$ cat src/rtl/switch_alu_seq_if.sv
// -----------------------------------------------------------------------------
// switch_alu_seq_if
//   Console-side bundle for the operand-sequencing ALU.
//   master : the switch/button console (drives done, op_in, data_in)
//   slave  : the ALU (drives result, cmp_flags, res_valid, busy, err, state_o)
//   done       step button level, already synchronised and debounced
//   op_in      4-bit opcode, sampled on the step taken in IDLE
//   data_in    WIDTH-bit operand / address / store value
//   result     2*WIDTH-bit registered result, held until the next execute
//   cmp_flags  {gt,lt,eq} from the last CMP
//   res_valid  one-cycle pulse when result/cmp_flags update
//   busy       high whenever the sequencer is not idle
//   err        sticky illegal-opcode flag
//   state_o    FSM state code for the debug LEDs
// -----------------------------------------------------------------------------
interface switch_alu_seq_if #(
    parameter int WIDTH = 4
);
    logic                   done;
    logic [3:0]             op_in;
    logic [WIDTH-1:0]       data_in;
    logic [2*WIDTH-1:0]     result;
    logic [2:0]             cmp_flags;
    logic                   res_valid;
    logic                   busy;
    logic                   err;
    logic [2:0]             state_o;

    modport master (
        output done, op_in, data_in,
        input  result, cmp_flags, res_valid, busy, err, state_o
    );

    modport slave (
        input  done, op_in, data_in,
        output result, cmp_flags, res_valid, busy, err, state_o
    );
endinterface

$ cat src/rtl/switch_alu_seq.sv
// -----------------------------------------------------------------------------
// switch_alu_seq
//   Operand-sequencing signed ALU for the switch/button console. Each rising
//   edge of the done button is one step: the first step takes the opcode, the
//   following steps take A and (except LD) B. One EXEC cycle then updates the
//   registered outputs and pulses res_valid. An NREG-entry register file backs
//   ST/LD, and R[0] doubles as an accumulator for arithmetic/logic results.
//   clk    system clock
//   reset  synchronous active-low reset
//   bus    switch_alu_seq_if.slave (done/op_in/data_in in; results out)
// -----------------------------------------------------------------------------
module switch_alu_seq #(
    parameter int WIDTH = 4,
    parameter int NREG  = 8,
    parameter int RAW   = 3
) (
    input  logic              clk,
    input  logic              reset,
    switch_alu_seq_if.slave   bus
);

    typedef enum logic [1:0] {
        IDLE  = 2'd0,
        GET_A = 2'd1,
        GET_B = 2'd2,
        EXEC  = 2'd3
    } state_t;

    localparam logic [3:0] OP_ADD  = 4'b0001;
    localparam logic [3:0] OP_SUB  = 4'b0011;
    localparam logic [3:0] OP_MUL  = 4'b0111;
    localparam logic [3:0] OP_CMP  = 4'b1100;
    localparam logic [3:0] OP_NAND = 4'b1000;
    localparam logic [3:0] OP_NOR  = 4'b1001;
    localparam logic [3:0] OP_XOR  = 4'b1011;
    localparam logic [3:0] OP_LD   = 4'b1110;
    localparam logic [3:0] OP_ST   = 4'b1111;

    function automatic logic is_legal(input logic [3:0] op);
        case (op)
            OP_ADD, OP_SUB, OP_MUL, OP_CMP, OP_NAND,
            OP_NOR, OP_XOR, OP_LD, OP_ST: is_legal = 1'b1;
            default:                      is_legal = 1'b0;
        endcase
    endfunction

    function automatic logic [2*WIDTH-1:0] sext(input logic [WIDTH-1:0] v);
        sext = {{WIDTH{v[WIDTH-1]}}, v};
    endfunction

    state_t                 state_q, state_d;
    logic                   done_q;
    logic [3:0]             op_q, op_d;
    logic [WIDTH-1:0]       a_q, a_d;
    logic [WIDTH-1:0]       b_q, b_d;
    logic                   err_q, err_d;
    logic [2*WIDTH-1:0]     result_q, result_d;
    logic [2:0]             cmp_q, cmp_d;
    logic                   res_valid_q, res_valid_d;
    logic [WIDTH-1:0]       regs_q [NREG];

    logic                   step;
    logic                   wr_en;
    logic [RAW-1:0]         wr_addr;
    logic [WIDTH-1:0]       wr_data;
    logic [RAW-1:0]         reg_addr;
    logic signed [2*WIDTH-1:0] a_ext, b_ext;

    assign step = bus.done & ~done_q;

    // -------------------------------------------------------------------------
    // State and datapath registers
    // -------------------------------------------------------------------------
    // NOTE: sequential state uses non-blocking assignments only, so every flop
    // samples the values computed in the comb processes before this edge.
    always_ff @(posedge clk) begin
        if (!reset) begin
            state_q     <= IDLE;
            done_q      <= 1'b0;
            op_q        <= '0;
            a_q         <= '0;
            b_q         <= '0;
            err_q       <= 1'b0;
            result_q    <= '0;
            cmp_q       <= '0;
            res_valid_q <= 1'b0;
            // NOTE: the register file is cleared on reset (LD after reset must
            // read 0), so it is built from flops rather than a RAM macro.
            for (int i = 0; i < NREG; i++) begin
                regs_q[i] <= '0;
            end
        end else begin
            state_q     <= state_d;
            done_q      <= bus.done;
            op_q        <= op_d;
            a_q         <= a_d;
            b_q         <= b_d;
            err_q       <= err_d;
            result_q    <= result_d;
            cmp_q       <= cmp_d;
            res_valid_q <= res_valid_d;
            if (wr_en) begin
                regs_q[wr_addr] <= wr_data;
            end
        end
    end

    // -------------------------------------------------------------------------
    // Next-state logic and operand capture
    // -------------------------------------------------------------------------
    // NOTE: every signal gets a default at the top of the block, so no path
    // through the case statement can infer a latch.
    always_comb begin
        state_d = state_q;
        op_d    = op_q;
        a_d     = a_q;
        b_d     = b_q;
        err_d   = err_q;
        unique case (state_q)
            IDLE: begin
                if (step) begin
                    if (is_legal(bus.op_in)) begin
                        op_d    = bus.op_in;
                        err_d   = 1'b0;
                        state_d = GET_A;
                    end else begin
                        err_d   = 1'b1;
                    end
                end
            end
            GET_A: begin
                if (step) begin
                    a_d     = bus.data_in;
                    state_d = (op_q == OP_LD) ? EXEC : GET_B;
                end
            end
            GET_B: begin
                if (step) begin
                    b_d     = bus.data_in;
                    state_d = EXEC;
                end
            end
            EXEC: begin
                // A step landing here is dropped; done_q still tracks the
                // button, so the held level cannot produce a later step.
                state_d = IDLE;
            end
            default: state_d = IDLE;
        endcase
    end

    // -------------------------------------------------------------------------
    // Output logic: the result is computed from the operands as they will be
    // latched on the final step, so result and res_valid appear together for
    // the single EXEC cycle.
    // -------------------------------------------------------------------------
    always_comb begin
        result_d    = result_q;
        cmp_d       = cmp_q;
        res_valid_d = 1'b0;
        wr_en       = 1'b0;
        wr_addr     = '0;
        wr_data     = '0;
        a_ext       = sext(a_d);
        b_ext       = sext(b_d);
        // Upper address bits of A are dropped: addresses wrap modulo NREG.
        reg_addr    = RAW'(a_d);
        if (state_d == EXEC) begin
            res_valid_d = 1'b1;
            cmp_d       = '0;
            unique case (op_q)
                OP_ADD:  result_d = a_ext + b_ext;
                OP_SUB:  result_d = a_ext - b_ext;
                OP_MUL:  result_d = a_ext * b_ext;
                OP_NAND: result_d = {{WIDTH{1'b0}}, ~(a_d & b_d)};
                OP_NOR:  result_d = {{WIDTH{1'b0}}, ~(a_d | b_d)};
                OP_XOR:  result_d = {{WIDTH{1'b0}}, a_d ^ b_d};
                OP_CMP: begin
                    result_d = '0;
                    cmp_d    = {$signed(a_d) > $signed(b_d),
                                $signed(a_d) < $signed(b_d),
                                a_d == b_d};
                end
                OP_ST: begin
                    result_d = sext(b_d);
                    wr_en    = 1'b1;
                    wr_addr  = reg_addr;
                    wr_data  = b_d;
                end
                OP_LD:   result_d = sext(regs_q[reg_addr]);
                default: result_d = result_q;
            endcase
            // Arithmetic and logic results also land in the accumulator R[0].
            if (op_q != OP_CMP && op_q != OP_ST && op_q != OP_LD) begin
                wr_en   = 1'b1;
                wr_addr = '0;
                wr_data = result_d[WIDTH-1:0];
            end
        end
    end

    assign bus.result    = result_q;
    assign bus.cmp_flags = cmp_q;
    assign bus.res_valid = res_valid_q;
    assign bus.err       = err_q;
    assign bus.busy      = (state_q != IDLE);
    assign bus.state_o   = {1'b0, state_q};

endmodule
$ cat src/flat_wrapper.sv
// flat-port wrapper written by rule: the top's interface ports become plain ports
module switch_alu_seq_flat 
#(
    parameter int WIDTH = 4,
    parameter int NREG  = 8,
    parameter int RAW   = 3
)
  (clk, reset, bus_done, bus_op_in, bus_data_in, bus_result, bus_cmp_flags, bus_res_valid, bus_busy, bus_err, bus_state_o);
  switch_alu_seq_if #(.WIDTH(WIDTH)) bus_i ();
  input  logic clk;
  input  logic reset;
  input wire logic [$bits(bus_i.done)-1:0] bus_done;
  input wire logic [$bits(bus_i.op_in)-1:0] bus_op_in;
  input wire logic [$bits(bus_i.data_in)-1:0] bus_data_in;
  output wire logic [$bits(bus_i.result)-1:0] bus_result;
  output wire logic [$bits(bus_i.cmp_flags)-1:0] bus_cmp_flags;
  output wire logic [$bits(bus_i.res_valid)-1:0] bus_res_valid;
  output wire logic [$bits(bus_i.busy)-1:0] bus_busy;
  output wire logic [$bits(bus_i.err)-1:0] bus_err;
  output wire logic [$bits(bus_i.state_o)-1:0] bus_state_o;
  assign bus_i.done = bus_done;
  assign bus_i.op_in = bus_op_in;
  assign bus_i.data_in = bus_data_in;
  assign bus_result = bus_i.result;
  assign bus_cmp_flags = bus_i.cmp_flags;
  assign bus_res_valid = bus_i.res_valid;
  assign bus_busy = bus_i.busy;
  assign bus_err = bus_i.err;
  assign bus_state_o = bus_i.state_o;
  switch_alu_seq #(.WIDTH(WIDTH), .NREG(NREG), .RAW(RAW)) u_core (.clk(clk), .reset(reset), .bus(bus_i));
endmodule
$ cat config.mk
export PLATFORM = sky130hd
export DESIGN_NAME = switch_alu_seq_flat
export DESIGN_NICKNAME = d
export VERILOG_FILES = /design/src/rtl/switch_alu_seq_if.sv /design/src/rtl/switch_alu_seq.sv /design/src/flat_wrapper.sv
export SDC_FILE = /design/constraint.sdc
export NUM_CORES = 1
export LEC_CHECK = 0
export CAP_MARGIN = 20
export CORE_AREA = 2 2 118 120
export DETAILED_ROUTE_END_ITERATION = 16
export DIE_AREA = 0 0 120 122
export SYNTH_ARGS = -nofsm -noshare
export SYNTH_HDL_FRONTEND = slang
export SYNTH_SLANG_ARGS = --single-unit
$ cat constraint.sdc
create_clock -name clk -period 12.65 [get_ports clk]
set_input_delay 1.8975 -clock clk [delete_from_list [all_inputs] [get_ports clk]]
set_output_delay 1.8975 -clock clk [all_outputs]
set_load 0.005 [all_outputs]
# Yosys cells after proc, flatten, opt, wreduce, memory -nomap -nowiden
# Memories as Yosys holds them, arrays and structs flattened.
# Cells that the tools add are included.
[op_classes] add_sub_neg=2 n_mul=1 n_lt_le_gt_ge=2 eq_ne=17 mux=32 n_bitwise=7 n_reduce_logical=9
[op_table] operator="8-bit case mux with 9 select lines" n=1
[op_table] operator="4-bit 2-to-1 mux" n=8
[op_table] operator="4-bit equality test, second input constant" n=6
[op_table] operator="3-bit 2-to-1 mux" n=5
[op_table] operator="1-bit 2-to-1 mux" n=13
[op_table] operator="4-bit != test, second input constant" n=3
[op_table] operator="9-bit nonzero test" n=1
[op_table] operator="4-bit by 4-bit multiplier with 8-bit output" n=1
[op_table] operator="2-bit 2-to-1 mux" n=4
[op_table] operator="4-bit NOT" n=2
[op_table] operator="2-bit case mux with 4 select lines" n=1
[op_table] operator="2-bit equality test, second input constant" n=3
[op_table] operator="4-bit by 4-bit adder with 5-bit output" n=1
[op_table] operator="4-bit by 4-bit subtractor with 5-bit output" n=1
[op_table] operator="4-bit AND" n=1
[op_table] operator="4-bit by 1-bit equality test with 1-bit output, second input constant" n=1
[op_table] operator="4-bit by 2-bit equality test with 1-bit output, second input constant" n=1
[op_table] operator="4-bit by 3-bit equality test with 1-bit output, second input constant" n=1
[op_table] operator="4-bit equality test" n=1
[op_table] operator="4-bit greater-than comparator" n=1
[op_table] operator="4-bit < comparator" n=1
[op_table] operator="4-bit bitwise OR" n=1
[op_table] operator="2-bit AND reduction" n=2
[op_table] operator="4-bit OR reduction" n=1
[op_table] operator="8 further kinds" n=9
[word_totals] regBits=28 mem_bits_rw=32 mem_bits_ro=16 input_bits=11 out_inout_bits=17 memories=2
[memory_table] name="u_core.regs_q" depth=8 word_bits=4 read_ports=1 rd_ports_with_merged_regs=0 write_ports=8 line="switch_alu_seq.sv:60" rtl="logic [WIDTH-1:0] regs_q [NREG];"
[memory_table] name="(name not given)" depth=16 word_bits=1 read_ports=1 rd_ports_with_merged_regs=0 write_ports=0 line="switch_alu_seq.sv:40" rtl="case (op)"

# Depth between registers and ports, before layout
# Gate-level depths: netlist of run 1.
[logic_depth] ltp_word=14 ltp_mapped=20 ltp_nobuf=17

# Least setup slack after synthesis of run 1
# No wires, ideal clock.
[synth_timing] path_type="input-to-reg" from="input bus_done" to="register u_core.result_q[7] (netlist: u_core.bus.result[7])" setup_ns=0.067 t_arrival_ns=6.084 required_time_ns=12.583 path_slack_ns=6.498 cell_stages=17 n_path_buf=1 cell_sequence="and4bb_1 -> buf_4 -> mux2i_1 -> inv_1 -> nand2_1 -> fa_1 -> fa_1 -> inv_1 -> fa_1 -> ha_1 -> fa_1 -> a21o_1 -> a21oi_1 -> xor2_1 -> o2111ai_1 -> mux2_4 -> o21ai_2"
[synth_via] elab_chain_cells=5 word_cells_on_any_way=16 cone_classes="add/sub (2); mul (1); eq/ne (1); mux (9); bitwise (1); reduce/logical (1); memory (1)"
[synth_rtl] item="start, declared" line="flat_wrapper.sv:12" rtl="input wire logic [$bits(bus_i.done)-1:0] bus_done;"
[synth_rtl] item="1-bit AND (*)" line="switch_alu_seq.sv:69" rtl="assign step = bus.done & ~done_q;"
[synth_rtl] item="4-bit 2-to-1 mux (*)" line="switch_alu_seq.sv:138" rtl="if (step) begin"
[synth_rtl] item="4-bit 2-to-1 mux (*)" line="switch_alu_seq.sv:119" rtl="unique case (state_q)"
[synth_rtl] item="net u_core.b_d[1]" line="switch_alu_seq.sv:55" rtl="logic [WIDTH-1:0] b_q, b_d;"
[synth_rtl] item="4-bit by 4-bit multiplier with 8-bit output (tied with other cells)" line="switch_alu_seq.sv:174" rtl="OP_MUL: result_d = a_ext * b_ext;"
[synth_rtl] item="8-bit case mux with 9 select lines (*)" line="switch_alu_seq.sv:171" rtl="unique case (op_q)"
[synth_rtl] item="end signal, assigned" line="switch_alu_seq.sv:99" rtl="result_q <= result_d;"
[synth_rtl] item="end, declared" line="switch_alu_seq.sv:57" rtl="logic [2*WIDTH-1:0] result_q, result_d;"
# Mark *: on every way through the listed nets, which the timed path passes. The rest lies on a longest branch.
# A chain may end at the register's enable or synchronous reset.

# Final worst setup path of run 1
# Ends and elaborated chain as after synthesis.

==> Implementation_results.wiki, run 1 <==
{| class="wikitable"
! Metric !! Value
|-
| Status || finished clean
|-
| Required time reported for the critical path endpoint || between 10 and 15 ns
|-
| Number of post-CTS setup repair buffers || 0
|-
| Worst path cell trace || clkdlybuf4s50_1 > and4bb_1 > mux2i_1 > inv_1 > nand2_1 > fa_1 > fa_1 > inv_1 > fa_1 > ha_1 > fa_1 > a21o_1 > a21oi_1 > xor2_1 > o2111ai_1 > mux2_4 > o21ai_2
|-
| Resized cells post-CTS || 0
|-
| Start-to-end type of the worst setup path || in -> reg
|-
| Num ports || 28
|-
| Headroom to the max-slew limit || 43.6%
|-
| Syn Nets || 498
|-
| Clock latency at the later pin of the worst-skew pair || about 0.34 ns
|-
| Number of sinks on the clock net || 60
|-
| Avg WL per Cell || ~16 um
|-
| Ratio of cells with drive above 1 in the final layout || under 10%
|-
| Nets@finish || 514
|-
| TritonRoute pass-1 iters || 4
|-
| DRC || 0
|-
| Die height || around 120 um
|-
| Max-capacitance violation count || 0
|-
| Nature of the critical path startpoint || input pin
|-
| Post-synth EDFFs || 32
|-
| Most common cell after layout, fill and taps aside || nor2_1
|-
| Path class of the lowest-slack min-delay path || reg -> reg
|-
| N_diodes || 0
|-
| Count of buffering cells on the critical path with inverters included || 3
|-
| Remaining antenna violation count || 0
|-
| Clock tree buffer depth || 2
|-
| Number of slew-limit violations in the final report || 0
|-
| Starting DRT DRC Count || 242
|-
| Worst-case setup margin in the final layout || approximately 5.7 ns
|-
| Hold buffer count at CTS || 0
|-
| Detailed Route WL || around 11,000 um
|-
| Vias per cell || about 5.2
|-
| Worst voltage drop across the vdd grid || around 0.053 mV
|-
| Top FF cell, synth || edfxtp_1
|-
| HPWL Detailed || 7860 um
|-
| Post-Syn Instances || 450
|-
| Number of hold violations in the final report || 0
|-
| Worst Hold Margin || about 0.46 ns
|-
| Combined area of all synthesized cells || between 4000 and 5000 sq um
|-
| Clock transition time at the flip-flop clock pins of the worst setup and hold paths || around 0.07 ns
|-
| First-pass GRT wire length || roughly 18,000 um
|-
| Largest net degree at the start of global routing || 40
|-
| Area growth from synthesis to layout || 15.8%
|-
| TritonCTS buffer count || 9
|-
| Pre-CTS setup slack || around 5.3 ns
|-
| Floorplan Core Area || around 14,000 sq um
|-
| Synth warn || 0
|-
| Via count of the first global-routing pass || between 3,000 and 4,000
|-
| Top cell by count, worst path || fa_1
|-
| CP max stage delay || around 0.75 ns
|-
| Netlist cell types || 64
|-
| Remaining global-route overflow || 0
|-
| Final total power || 518 uW
|-
| Width of the chip || between 100 and 150 um
|-
| Cell family contributing the most delay on the critical path || adder cells
|-
| Count of buffers inserted at the top-level ports || 26
|-
| Worst path arrival time || slightly above 7 ns
|-
| P per Cell Area || about 110 nW/um^2
|-
| Std cell rows || 43
|-
| Fin crit period || 6.93 ns
|-
| Total routing usage reported by global routing || between 10% and 20%
|-
| CTS tree || yes
|-
| Part of the cycle the worst path needs || a little over half
|-
| GP Congestion || 0.923
|-
| Final-layout setup total negative slack || 0 ns
|-
| Flops & latches, synth || 60
|-
| Max Fanout on Critical Path || 9
|-
| Total setup violations reported at the end of the flow || 0
|-
| Share of synthesized area occupied by flip-flops and latches || between 30% and 40%
|-
| Leak || around 0.0018 uW
|-
| Max Clk Rate || 144 MHz
|-
| Standard cell with the maximum stage delay on the critical path || mux2i_1
|-
| Transition at the pin with the smallest max-transition slack || just over 0.8 ns
|-
| Crit end category || register
|-
| RSZ-0062 raised after global routing || false
|-
| Mean post-synth cell area || just over 9 sq um
|-
| H-tree depth reported by CTS || 3
|-
| Final Skew || between 0.015 and 0.02 ns
|-
| Root buffer cell || clkbuf_16
|-
| Asr flop ratio synth || 0%
|-
| Area of the die || around 15,000 sq um
|-
| Vias || ~3,400
|-
| Initial antenna violation count || 0
|-
| Leading cell types in the layout, fill and taps excluded || nor2_1 (56), nand2_1 (46), edfxtp_1 (32)
|-
| Initial Util || between 30 and 40%
|}
==> routing by layer <==
metal	share of wire, %	vias up	track usage (%)
met5	0	-	0
met4	1.9	0	5.51
met3	5.7	16	4.21
met2	47	95	24.8
met1	45	1637	20.2
li1	-	1623	-
==> worst min-delay path: cells and delay by family (launching register included) <==
kind | cells | cell delay [ns]
simple gates | 1 | 0.04
compound gates | 1 | 0.06
flops | 1 | 0.30
==> worst paths after layout <==
check	from	slack, ns	end	cells past startpoint
setup reg to reg	u_core.state_q[0]$_SDFF_PN0_	7.37	u_core.bus.result[7]$_SDFFE_PN0P_	16
setup / recovery	bus_done	5.72	u_core.bus.result[7]$_SDFFE_PN0P_	17
hold / removal	u_core.bus.cmp_flags[0]$_SDFFE_PN0P_	0.46	u_core.bus.cmp_flags[0]$_SDFFE_PN0P_	2
hold reg to reg	u_core.bus.cmp_flags[0]$_SDFFE_PN0P_	0.46	u_core.bus.cmp_flags[0]$_SDFFE_PN0P_	2
==> synthesized netlist by cell type (all sizes together), types with 2 or more instances <==
| cell type | n | area [sq um] |
|---|---|---|
| a2111oi | 2 | 36.3 |
| a211oi | 10 | 95.1 |
| a21boi | 5 | 37.5 |
| a21o | 4 | 30.0 |
| a21oi | 27 | 135 |
| a221oi | 2 | 17.5 |
| a31oi | 6 | 37.5 |
| a32oi | 4 | 42.6 |
| and2 | 10 | 62.6 |
| and4bb | 2 | 25.0 |
| buf | 10 | 78.8 |
| clkbuf | 13 | 48.8 |
| dfxtp | 28 | 561 |
| edfxtp | 32 | 961 |
| fa | 11 | 220 |
| ha | 26 | 325 |
| inv | 31 | 116 |
| mux2 | 10 | 135 |
| mux2i | 14 | 153 |
| nand2 | 46 | 173 |
| nand2b | 7 | 43.8 |
| nand3 | 5 | 25.0 |
| nand4 | 2 | 12.5 |
| nor2 | 58 | 236 |
| nor2b | 10 | 62.6 |
| nor3 | 6 | 30.0 |
| nor4 | 4 | 25.0 |
| nor4b | 2 | 17.5 |
| o2111ai | 2 | 17.5 |
| o211ai | 2 | 15.0 |
| o21a | 3 | 22.5 |
| o21ai | 22 | 118 |
| o21bai | 2 | 15.0 |
| o221ai | 3 | 26.3 |
| o32ai | 3 | 26.3 |
| or2 | 4 | 25.0 |
| xnor2 | 7 | 61.3 |
| xor2 | 2 | 17.5 |
==> layout make-up <==
class / count / area, sq um
fillers: 1372 / 8640
repair buffers: 28 / 275
inverters: 31 / 116
clock inverters: 6 / 63.8
flip-flops and latches: 60 / 1520
clock buffers: 10 / 229
multi-input cells: 336 / 2440
well taps: 180 / 225
==> kinds of logic after synthesis <==
family / synth area share, %
buffers and inverters: 5.81
AND/OR/NAND/NOR: 18.3
XOR/XNOR: 1.88
multiplexers: 6.85
adder cells (fa/ha/maj): 13.0
other: 0.0893
flip-flops: 36.2
AO/OA/AOI/OAI: 17.9
==> report_power, final <==
group	internal [uW]	switching, uW	total [uW]
registers	211	7.83	218
logic	23.3	31.0	54.2
clock network	152	92.9	245
==> registers in the layout (all words and copies together) (netlist names) <==
signal,cells
u_core.regs_q,32
u_core.bus.result,8
u_core.a_q,4
u_core.b_q,4
u_core.op_q,4
u_core.bus.cmp_flags,3
u_core.state_q,2
u_core.bus.err,1
u_core.bus.res_valid,1
u_core.done_q,1
==> metrics by stage <==
step / utilization [%] / cells / area (sq um)
2_1_floorplan: - / 450 / 4200
3_3_place_gp: 33.9 / 635 / 4570
3_5_place_dp: 33.9 / 635 / 4570
4_1_cts: 36.0 / 651 / 4870
5_1_grt: 36.0 / 651 / 4870
6_report: 36.0 / 651 / 4870
(Power assumes the default switching activity.)
==> run 2, diff against run 1 <==
==> constraint.sdc (replaced) <==
create_clock -name clk -period 5.6 [get_ports clk]
set_input_delay 0.84 -clock clk [delete_from_list [all_inputs] [get_ports clk]]
set_output_delay 0.84 -clock clk [all_outputs]
set_load 0.005 [all_outputs]
==> run 2 against run 1 <==
Net effect:
- combinational power is 140% higher
- via count is 0.15% lower
- register-to-register slack worse by 6.4 ns
- clock power is 140% higher
- die area stayed put
- critical path depth stayed put
- global-route usage is 0.42 points higher
- routed wire length is 2.4% higher
- final area is 2.9% higher
- flip-flop and latch count stayed put
==> Implementation_results.wiki, run 2 (same netlist as run 1, synthesis figures left out) <==
{| class="wikitable"
! Metric !! Value
|-
| Status || finished clean (unchanged)
|-
| Path class of the lowest-slack min-delay path || reg -> reg (unchanged)
|-
| Crit end category || register (unchanged)
|-
| Total routing usage reported by global routing || 16.0% (was 15.5%)
|-
| Floorplan Core Area || 13,500 sq um (unchanged)
|-
| Largest net degree at the start of global routing || 25 (was 40)
|-
| Count of buffering cells on the critical path with inverters included || 3 (unchanged)
|-
| Sequential cell area || 1520 sq um (unchanged)
|-
| Final total power || 1200 uW (was 518 uW)
|-
| N_diodes || 0 (unchanged)
|-
| Area growth from synthesis to layout || 19.1% (was 15.8%)
|-
| Num ports || 28 (unchanged)
|-
| Required time reported for the critical path endpoint || 5.88 ns (was 12.93 ns)
|-
| Max Clk Rate || 191 MHz
|-
| Part of the cycle the worst path needs || approximately 94%
|-
| Detailed Route WL || 11,000 um (was 10,700 um)
|-
| Final Skew || 0.00960 ns (was 0.0189 ns)
|-
| Nature of the critical path startpoint || input pin (unchanged)
|-
| Transition at the pin with the smallest max-transition slack || 0.931 ns (was 0.823 ns)
|-
| Net switching power || 285 uW (was 132 uW)
|-
| CP max stage delay || 0.52 ns (was 0.75 ns)
|-
| Nets@finish || 531 (was 514)
|-
| DRC || 0 (unchanged)
|-
| Count of buffers inserted at the top-level ports || 26 (unchanged)
|-
| Top routing layer in use || met4 (unchanged)
|-
| TritonCTS buffer count || 9 (unchanged)
|-
| Max Fanout on Critical Path || 6 (was 9)
|-
| Number of slew-limit violations in the final report || 0 (unchanged)
|-
| HPWL Detailed || 8200 um (was 7860 um)
|-
| Met2 wire length || 5220 um (was 5040 um)
|-
| Top cell by count, worst path || fa_1 (unchanged)
|-
| Resized cells post-CTS || 0 (unchanged)
|-
| Proportion of power drawn by the clock network || 48.3% (was 47.4%)
|-
| GP Congestion || 0.967 (was 0.923)
|-
| Standard cell with the maximum stage delay on the critical path || fa_1 (was mux2i_1)
|-
| Total setup violations reported at the end of the flow || 0 (unchanged)
|-
| Most common cell after layout, fill and taps aside || nor2_1 (unchanged)
|-
| Area of the die || 14,600 sq um (unchanged)
|-
| Via count of the first global-routing pass || 3,412 (was 3,315)
|-
| Remaining global-route overflow || 0 (unchanged)
|-
| Leak || 0.00190 uW (was 0.00181 uW)
|-
| Width of the chip || 120 um (unchanged)
|-
| Number of post-CTS setup repair buffers || 0 (unchanged)
|-
| Leading cell types in the layout, fill and taps excluded || nor2_1 (56), nand2_1 (46), edfxtp_1 (32) (unchanged)
|-
| Reg power frac || 40.8% (was 42.2%)
|-
| Register with the most flip-flops || u_core.regs_q (unchanged)
|-
| Clock transition time at the flip-flop clock pins of the worst setup and hold paths || 0.05 ns (was 0.07 ns)
|-
| RSZ-0062 raised after global routing || false (unchanged)
|-
| Worst-case setup margin in the final layout || 0.361 ns (was 5.72 ns)
|-
| Starting DRT DRC Count || 188 (was 242)
|-
| Remaining antenna violation count || 0 (unchanged)
|-
| Combinational share of power || 11.0% (was 10.5%)
|-
| Internal power of the cells || 918 uW (was 386 uW)
|-
| First-pass GRT wire length || 17,800 um (was 17,600 um)
|-
| Flip-flop count of the largest register, all copies and words added || 32 (unchanged)
|-
| TritonRoute pass-1 iters || 4 (unchanged)
|-
| Area of combinational cells with multiple inputs || 2440 sq um (unchanged)
|-
| Number of hold violations in the final report || 0 (unchanged)
|-
| Total of fill cells in the finished design || 1,368 (was 1,372)
|-
| Die height || 122 um (unchanged)
|-
| Initial Util || 31.1% (unchanged)
|-
| Max-capacitance violation count || 0 (unchanged)
|-
| Vias per cell || 5.05 (was 5.18)
|-
| Std cell rows || 43 (unchanged)
|-
| Ratio of cells with drive above 1 in the final layout || 12.5% (was 9.55%)
|-
| CTS tree || yes (unchanged)
|-
| Worst path arrival time || 5.51 ns (was 7.21 ns)
|-
| P per Cell Area || 240 nW/um^2 (was 106 nW/um^2)
|-
| Initial antenna violation count || 0 (unchanged)
|-
| Hold buffer count at CTS || 0 (unchanged)
|-
| Routed metal-1 wirelength || 5060 um (was 4880 um)
|-
| Vias || 3,366 (was 3,371)
|-
| Clock latency at the later pin of the worst-skew pair || 0.34 ns (about the same)
|-
| Start-to-end type of the worst setup path || in -> reg (unchanged)
|-
| Root buffer cell || clkbuf_16 (unchanged)
|-
| Worst voltage drop across the vdd grid || 0.133 mV (was 0.0531 mV)
|-
| Clock tree buffer depth || 2 (unchanged)
|-
| Number of sinks on the clock net || 60 (unchanged)
|-
| Avg WL per Cell || 16.5 um (about the same)
|-
| Pre-CTS setup slack || 0.0153 ns (was 5.35 ns)
|-
| Met3 layer wire length in the routed design || 457 um (was 610 um)
|-
| Cell family contributing the most delay on the critical path || adder cells (unchanged)
|-
| Switching share of power || 23.7% (was 25.4%)
|-
| Fin crit period || between 5 and 6 ns
|-
| Final-layout setup total negative slack || 0 ns (unchanged)
|-
| H-tree depth reported by CTS || 3 (unchanged)
|-
| Headroom to the max-slew limit || 37.5% (was 43.6%)
|-
| Worst path cell trace || clkdlybuf4s50_1 > and4bb_1 > mux2i_1 > inv_1 > nand2_1 > fa_1 > fa_1 > inv_1 > fa_1 > ha_1 > fa_1 > a21o_1 > a21oi_1 > xor2_1 > o2111ai_1 > mux2_4 > o21ai_2 (unchanged)
|}
[run 2: cell types whose count changed in the layout (fill, tap and decap cells not counted)]
cell        before  now
inv_6            1    0
clkinvlp_4       2    1
bufinv_16        1    2
buf_2            0    1
buf_4            2   18
[run 2: worst min-delay path: cells and delay by family, from the launching register on]
kind | cells | cell delay [ns]
and+or+nand+nor | 1 | 0.05
DFF | 1 | 0.32
AOI/OAI and AO/OA | 1 | 0.07
[run 2: final timing paths]
kind | startpoint | to | slack [ns] | depth (start not counted)
max reg2reg | u_core.state_q[0]$_SDFF_PN0_ | u_core.bus.result[7]$_SDFFE_PN0P_ | 0.93 | 18
min | u_core.bus.cmp_flags[0]$_SDFFE_PN0P_ | u_core.bus.cmp_flags[0]$_SDFFE_PN0P_ | 0.50 | 2
min reg2reg | u_core.bus.cmp_flags[0]$_SDFFE_PN0P_ | u_core.bus.cmp_flags[0]$_SDFFE_PN0P_ | 0.50 | 2
max | bus_done | u_core.bus.result[7]$_SDFFE_PN0P_ | 0.36 | 17
[run 2: layout make-up]
type | count | share of cell area [%]
clock inverters | 5 | 1.55
multi-input cells | 336 | 48.7
clock buffers | 10 | 4.57
repair buffers | 45 | 8.00
well taps | 180 | 4.50
flip-flops and latches | 60 | 30.4
inverters | 31 | 2.32
[run 2: power groups by stage]
stage	sequential, uW	combinational, uW	clock, uW
global placement	498	129	0
global route	492	145	610
detailed placement	499	130	0
finish	490	132	581
CTS	490	131	593
floorplan	490	95.6	0
[run 2: per-stage QoR]
stage	util, %	hold slack (ns)	std cells	area, sq um
6_report	37.1	0.499	667	5010
4_1_cts	37.0	0.507	666	5000
2_1_floorplan	-	0.457	450	4200
3_3_place_gp	34.8	0.456	651	4690
5_1_grt	37.1	0.540	667	5010
3_5_place_dp	34.8	0.501	651	4690
[run 2: routing by layer]
layer,global-route usage [%],up-vias
li1,-,1659
met1,20.3,1613
met2,26.3,76
met5,0,-
met3,3.46,18
met4,6.62,0
